[src/rtl/cue_pkg.sv]
// rtl/cue_pkg.sv - shared types, widths and direction tables for the cue controller
package cue_pkg;

    typedef enum logic [1:0] {
        S_WAIT_STOP = 2'd0,
        S_AIM       = 2'd1,
        S_CHARGE    = 2'd2,
        S_FIRE      = 2'd3
    } cue_state_t;

    localparam int ANGLE_W   = 5;
    localparam int DIR_SCALE = 64;

    // round(DIR_SCALE * cos/sin(2*pi*k/32)); index 8 points +Y (screen down)
    localparam logic signed [7:0] COS_LUT [32] = '{
         8'sd64,  8'sd63,  8'sd59,  8'sd53,  8'sd45,  8'sd36,  8'sd24,  8'sd12,
         8'sd0,  -8'sd12, -8'sd24, -8'sd36, -8'sd45, -8'sd53, -8'sd59, -8'sd63,
        -8'sd64, -8'sd63, -8'sd59, -8'sd53, -8'sd45, -8'sd36, -8'sd24, -8'sd12,
         8'sd0,   8'sd12,  8'sd24,  8'sd36,  8'sd45,  8'sd53,  8'sd59,  8'sd63
    };

    localparam logic signed [7:0] SIN_LUT [32] = '{
         8'sd0,   8'sd12,  8'sd24,  8'sd36,  8'sd45,  8'sd53,  8'sd59,  8'sd63,
         8'sd64,  8'sd63,  8'sd59,  8'sd53,  8'sd45,  8'sd36,  8'sd24,  8'sd12,
         8'sd0,  -8'sd12, -8'sd24, -8'sd36, -8'sd45, -8'sd53, -8'sd59, -8'sd63,
        -8'sd64, -8'sd63, -8'sd59, -8'sd53, -8'sd45, -8'sd36, -8'sd24, -8'sd12
    };

endpackage

[src/rtl/cue_direction_lut.sv]
// rtl/cue_direction_lut.sv - combinational cue direction to signed unit vector lookup
module cue_direction_lut
    import cue_pkg::*;
(
    input  logic [ANGLE_W-1:0] angle_idx,
    output logic signed [7:0]  cos_val,
    output logic signed [7:0]  sin_val
);

    assign cos_val = COS_LUT[angle_idx];
    assign sin_val = SIN_LUT[angle_idx];

endmodule

[src/rtl/cue_strike_ctrl.sv]
// rtl/cue_strike_ctrl.sv - cue aiming, power charging and strike pulse generation
module cue_strike_ctrl
    import cue_pkg::*;
#(
    parameter int ANGLE_STEPS = 32,
    parameter int INIT_ANGLE  = 0,
    parameter int MAX_POWER   = 63,
    parameter int POWER_STEP  = 1,
    parameter int POWER_DIV   = 8,
    parameter int STOP_FRAMES = 2
) (
    input  logic                clk,
    input  logic                resetN,
    input  logic                startOfFrame,
    input  logic                key_charge,
    input  logic                key_left,
    input  logic                key_right,
    input  logic signed [31:0]  ball_velocityX,
    input  logic signed [31:0]  ball_velocityY,
    input  logic                scored,
    output logic                strike,
    output logic signed [31:0]  strike_velocityX,
    output logic signed [31:0]  strike_velocityY,
    output logic [5:0]          power,
    output logic [ANGLE_W-1:0]  angle_idx,
    output logic                cue_visible
);

    localparam logic [ANGLE_W-1:0] LAST_ANGLE = ANGLE_W'(ANGLE_STEPS - 1);
    localparam logic [ANGLE_W-1:0] ONE_ANGLE  = ANGLE_W'(1);

    cue_state_t          r_state, w_state_next;
    logic [5:0]          r_power, w_power_next;
    logic [ANGLE_W-1:0]  r_angle, w_angle_next;
    logic [7:0]          r_stop_cnt, w_stop_next;
    logic signed [31:0]  r_vel_x, w_vel_x_next;
    logic signed [31:0]  r_vel_y, w_vel_y_next;

    logic signed [7:0]   w_cos, w_sin;
    logic [6:0]          w_power_sum;
    logic [5:0]          w_power_sat;
    logic [ANGLE_W-1:0]  w_angle_inc, w_angle_dec;
    logic [7:0]          w_stop_inc;
    logic                w_ball_still;
    logic signed [31:0]  w_mul_x, w_mul_y;

    cue_direction_lut u_dir_lut (
        .angle_idx (r_angle),
        .cos_val   (w_cos),
        .sin_val   (w_sin)
    );

    assign w_power_sum  = {1'b0, r_power} + 7'(POWER_STEP);
    assign w_power_sat  = (w_power_sum > 7'(MAX_POWER)) ? 6'(MAX_POWER) : w_power_sum[5:0];
    assign w_angle_inc  = (r_angle == LAST_ANGLE) ? '0 : r_angle + ONE_ANGLE;
    assign w_angle_dec  = (r_angle == '0) ? LAST_ANGLE : r_angle - ONE_ANGLE;
    assign w_stop_inc   = r_stop_cnt + 8'd1;
    assign w_ball_still = (ball_velocityX == 32'sd0) && (ball_velocityY == 32'sd0);

    // Signed division truncates toward zero, matching the ball mover's arithmetic
    assign w_mul_x = $signed({26'd0, r_power}) * 32'(w_cos);
    assign w_mul_y = $signed({26'd0, r_power}) * 32'(w_sin);

    always_ff @(posedge clk or negedge resetN) begin
        if (!resetN) begin
            r_state    <= S_WAIT_STOP;
            r_power    <= '0;
            r_angle    <= ANGLE_W'(INIT_ANGLE);
            r_stop_cnt <= '0;
            r_vel_x    <= '0;
            r_vel_y    <= '0;
        end else begin
            r_state    <= w_state_next;
            r_power    <= w_power_next;
            r_angle    <= w_angle_next;
            r_stop_cnt <= w_stop_next;
            r_vel_x    <= w_vel_x_next;
            r_vel_y    <= w_vel_y_next;
        end
    end

    always_comb begin
        w_state_next = r_state;
        w_power_next = r_power;
        w_angle_next = r_angle;
        w_stop_next  = r_stop_cnt;
        w_vel_x_next = r_vel_x;
        w_vel_y_next = r_vel_y;

        if (scored) begin
            w_state_next = S_WAIT_STOP;
            w_power_next = '0;
            w_stop_next  = '0;
        end else begin
            case (r_state)
                S_WAIT_STOP: begin
                    if (startOfFrame) begin
                        if (!w_ball_still) begin
                            w_stop_next = '0;
                        end else if (w_stop_inc >= 8'(STOP_FRAMES)) begin
                            w_state_next = S_AIM;
                            w_stop_next  = '0;
                        end else begin
                            w_stop_next = w_stop_inc;
                        end
                    end
                end
                S_AIM: begin
                    if (startOfFrame) begin
                        if (key_left && !key_right) begin
                            w_angle_next = w_angle_dec;
                        end else if (key_right && !key_left) begin
                            w_angle_next = w_angle_inc;
                        end
                        if (key_charge) begin
                            w_state_next = S_CHARGE;
                            w_power_next = '0;
                        end
                    end
                end
                S_CHARGE: begin
                    if (startOfFrame) begin
                        if (key_charge) begin
                            w_power_next = w_power_sat;
                        end else if (r_power == '0) begin
                            w_state_next = S_AIM;
                        end else begin
                            w_state_next = S_FIRE;
                            w_vel_x_next = w_mul_x / POWER_DIV;
                            w_vel_y_next = w_mul_y / POWER_DIV;
                        end
                    end
                end
                S_FIRE: begin
                    w_state_next = S_WAIT_STOP;
                    w_power_next = '0;
                    w_stop_next  = '0;
                end
                default: begin
                    w_state_next = S_WAIT_STOP;
                end
            endcase
        end
    end

    // Decoded from state so an asynchronous reset drops the pulse at once
    assign strike           = (r_state == S_FIRE) && !scored;
    assign cue_visible      = (r_state == S_AIM) || (r_state == S_CHARGE);
    assign strike_velocityX = r_vel_x;
    assign strike_velocityY = r_vel_y;
    assign power            = r_power;
    assign angle_idx        = r_angle;

endmodule

[config.mk]
export PLATFORM = sky130hd
export DESIGN_NAME = cue_strike_ctrl
export DESIGN_NICKNAME = d
export VERILOG_FILES = /design/src/rtl/cue_pkg.sv /design/src/rtl/cue_direction_lut.sv /design/src/rtl/cue_strike_ctrl.sv
export SDC_FILE = /design/constraint.sdc
export NUM_CORES = 1
export LEC_CHECK = 0
export ABC_AREA = 1
export CAP_MARGIN = 25
export CORE_ASPECT_RATIO = 0.7
export CORE_MARGIN = 8
export CORE_UTILIZATION = 55
export DETAILED_ROUTE_END_ITERATION = 7
export HOLD_SLACK_MARGIN = 0.08
export PLACE_DENSITY = 0.84
export SLEW_MARGIN = 20
export SYNTH_ARGS = -nofsm -noshare
export SYNTH_HDL_FRONTEND = slang
export SYNTH_SLANG_ARGS = --single-unit
[constraint.sdc]
create_clock -name clk -period 9.7 [get_ports clk]
set_input_delay 0.97 -clock clk [delete_from_list [all_inputs] [get_ports clk]]
set_output_delay 0.97 -clock clk [all_outputs]
set_load 0.005 [all_outputs]
==> key figures <==
Synthesis
  – Number of flops mapped to enable cells by yosys: 0
  – Post-synth top area cell: sky130_fd_sc_hd__dfrtp_1
  – Fraction of registers with async set or reset after synthesis: 100%
  – Number of nets in the synthesized netlist: 1602
  – Synth Warn #: 0
  – Largest cells by area after synthesis: sky130_fd_sc_hd__dfrtp_1 (22%), sky130_fd_sc_hd__fa_1 (15%), sky130_fd_sc_hd__nand2_1 (15%), sky130_fd_sc_hd__ha_1 (13%), sky130_fd_sc_hd__inv_1 (9.9%)
  – Distinct cells, synth: 48
  – Top-area cell type share of the netlist area: 22.0%
  – Avg Cell Area, Syn: 7.01 µm²
  – Gate count of the mapped netlist: 1365
  – Flip-flop cell with the highest count after synthesis: sky130_fd_sc_hd__dfrtp_1
  – Sequential-to-total area share from yosys stat: 22.0%
  – Combined area of all synthesized cells: 9570 µm²
  – Flop and latch count out of synthesis: 84

Timing
  – Clock skew: 0.0105 ns
  – Number of hold violations in the final report: 0
  – Hold slack final: 0.479 ns
  – Unrepaired setup endpoints after global routing: no
  – Final number of setup-violating endpoints: 0
  – Total Neg Setup Slack: 0 ns
  – Slew of the pin with the lowest slew margin: 0.891 ns
  – Final Slew Violations: 0
  – Post-route minimum period: 7.87 ns
  – Tightest slew margin relative to the limit: 40.2%
  – Fmax achieved: 127 MHz
  – Fin crit share: 81.2%

Status
  – Run status: finished, final reports clean

Placement
  – Port Buffers: 147
  – DP HPWL: 20.0 mm
  – Placed cells: 1723
  – Final RePlAce weighted congestion: 0.963

Power
  – Static power due to leakage: 6.11 nW
  – Overall power consumption: 1.52 mW
  – Maximum vdd drop: 0.0851 mV
  – Power density over the cells: 132 nW/µm²

Setup path
  – Endpoint required time on the critical path: 9.97 ns
  – Startpoint type of the worst setup path: flop
  – Capturing element type of the critical path: flop
  – Top fanout value on the critical path: 11
  – Most Frequent Cell on Critical Path: sky130_fd_sc_hd__inv_1
  – CP max stage delay: 0.57 ns
  – Critical-path cell with the highest stage delay: sky130_fd_sc_hd__fa_1
  – WP data arrival: 8.14 ns
  – Critical path type: flop to flop

Clock tree
  – Number of clock buffers inserted by TritonCTS: 9
  – CTS Hold Buffers Added: 0
  – Maximum clock path buffer count: 2
  – TritonCTS clock tree: done
  – Reg clk slew, reported paths: 0.07 ns
  – Root cell of the clock tree: sky130_fd_sc_hd__clkbuf_16
  – Clock insertion delay at the later pin of the skew report: 0.36 ns
  – CTS resizes: 0
  – Num Clock Sinks: 84
  – Post-CTS setup repair buffer count: 0
  – H-Tree Depth: 3

Floorplan
  – Total number of placement rows: 40
  – Initial Util: 55.9%
  – Die width: 174 µm
  – Area of the die: 21900 µm²
  – Core box area: 17100 µm²
  – Ports: 148
  – Die height: 126 µm

Layout
  – Antenna diode count: 0
  – Non-filler cells, final: 1739
  – Fraction of layout cells with a size suffix above 1: 3.38%
  – Post-layout utilization of the core: 67.4%
  – Area Overhead vs Synth: 20.6%
  – Number of nets in the layout: 1740

Global route
  – Wire length of the first global-routing pass: 42.6 mm
  – Pin count of the biggest net entering global routing: 84
  – Antenna violations before repair: 0
  – Vias in the first global route: 8859
  – GRT Util Overall: 22.9%
  – Overflow left after global routing: 0

Drt
  – Number of vias in the routed layout: 9057
  – Number of design rule violations left after detail routing: 0
  – Detailed Routing Iterations Pass 1: 6
  – Average wire length per cell after detail routing: 14.2 µm
  – DRT antenna net count: 0
  – Via density per instance: 5.21
  – Number of DRC markers in iteration 0: 847
  – Drt total wl: 24.7 mm

Hold path
  – Type of the most critical hold path: flop to flop

Job
  – Max-cap violation count: 0
synthesized netlist by cell type, types with 3 or more instances:
cell type                  number
sky130_fd_sc_hd__nand4_1       28
sky130_fd_sc_hd__nor3_1         4
sky130_fd_sc_hd__nand3b_1       6
sky130_fd_sc_hd__fa_1          70
sky130_fd_sc_hd__buf_2          6
sky130_fd_sc_hd__o21bai_1       4
sky130_fd_sc_hd__nand3_1       72
sky130_fd_sc_hd__clkbuf_1      13
sky130_fd_sc_hd__nor2_2         4
sky130_fd_sc_hd__nor2_1       198
sky130_fd_sc_hd__xor2_1        12
sky130_fd_sc_hd__a21oi_1       35
sky130_fd_sc_hd__dfrtp_1       84
sky130_fd_sc_hd__inv_1        253
sky130_fd_sc_hd__nand2_1      370
sky130_fd_sc_hd__o211ai_1       4
sky130_fd_sc_hd__o22ai_1        3
sky130_fd_sc_hd__xnor2_1        7
sky130_fd_sc_hd__nand2_2        6
sky130_fd_sc_hd__ha_1          96
sky130_fd_sc_hd__clkinv_1       4
sky130_fd_sc_hd__o221ai_1       5
sky130_fd_sc_hd__nand2_4        5
sky130_fd_sc_hd__o21ai_0       40
sky130_fd_sc_hd__o21a_1         3
metrics by stage:
step	setup slack, ns	instance area [µm²]
after floorplan	2.82	9570
final	1.83	11500
after CTS	1.87	11500
after global routing	1.15	11500
after global placement	2.13	11200
after detailed placement	1.92	11300
state kept, by name (all words and copies together), names as in the netlist:
name,cells
strike_velocityX,32
strike_velocityY,31
r_stop_cnt,8
power,6
angle_idx,5
r_state,2
cells by family (layout without fill, tap and decap cells):
| family | Yosys count | count (layout) | share of synthesized area, % |
|---|---|---|---|
| AND/OR/NAND/NOR | 704 | 704 | 30.8 |
| buffers and inverters | 285 | 428 | 11.7 |
| adder cells (fa/ha/maj) | 166 | 166 | 27.2 |
| AO/OA/AOI/OAI | 106 | 106 | 6.52 |
| flip-flops | 84 | 84 | 22.0 |
| XOR/XNOR | 19 | 19 | 1.74 |
| multiplexers | 1 | 1 | 0.105 |
worst max-delay path, delay by kind of cell (launching register included):
family,cells,cell delay (ns)
flops,1,0.55
fa+ha+maj,8,3.30
buf+inv,11,0.90
compound gates,5,0.91
simple gates,17,2.12
routing by layer:
layer / wire, µm / GRT usage, % / up-vias
li1: - / - / 4476
met1: 11300 / 32.1 / 4277
met2: 11600 / 37.8 / 287
met3: 1560 / 3.23 / 17
met4: 190 / 3.96 / 0
met5: 0 / 0 / -
placed cells by master, fill, tap and decap left out, types with 9 or more instances in the layout:
cell type                         Yosys  routed
sky130_fd_sc_hd__a21oi_1             35      35
sky130_fd_sc_hd__clkbuf_16            0       9
sky130_fd_sc_hd__clkdlybuf4s50_1      0     146
sky130_fd_sc_hd__dfrtp_1             84      84
sky130_fd_sc_hd__fa_1                70      70
sky130_fd_sc_hd__ha_1                96      96
sky130_fd_sc_hd__inv_1              253     253
sky130_fd_sc_hd__nand2_1            370     369
sky130_fd_sc_hd__nand3_1             72      72
sky130_fd_sc_hd__nand4_1             28      28
sky130_fd_sc_hd__nor2_1             198     198
sky130_fd_sc_hd__o21ai_0             40      40
sky130_fd_sc_hd__xor2_1              12      12
final cells by class:
cell class	instances	area, µm²
fill	1441	5580
timing repair buffer	150	1510
inverter	262	1000
clock inverter	7	57.6
tap	231	289
multi-input combinational	996	6350
clock buffer	9	225
sequential	84	2100
path summary, 6_finish.rpt:
check | start | to | slack (ns) | cells after the start
hold reg to reg | strike_velocityX[10] | strike_velocityX[10] | 0.48 | 2
max in group asynchronous | resetN | strike_velocityX[14] | 8.51 | 2
setup reg to reg | angle_idx[0] | strike_velocityX[15] | 1.83 | 41
min in group asynchronous | resetN | strike_velocityY[21] | 0.57 | 1
hold / removal | strike_velocityX[10] | strike_velocityX[10] | 0.48 | 2
setup / recovery | angle_idx[0] | strike_velocityX[15] | 1.83 | 41
where the power goes:
group	internal [mW]	switching, mW	total [mW]
clock network	0.178	0.161	0.339
registers	0.368	0.0540	0.422
logic	0.257	0.503	0.759
No activity file was read; power rests on OpenSTA's default activity.
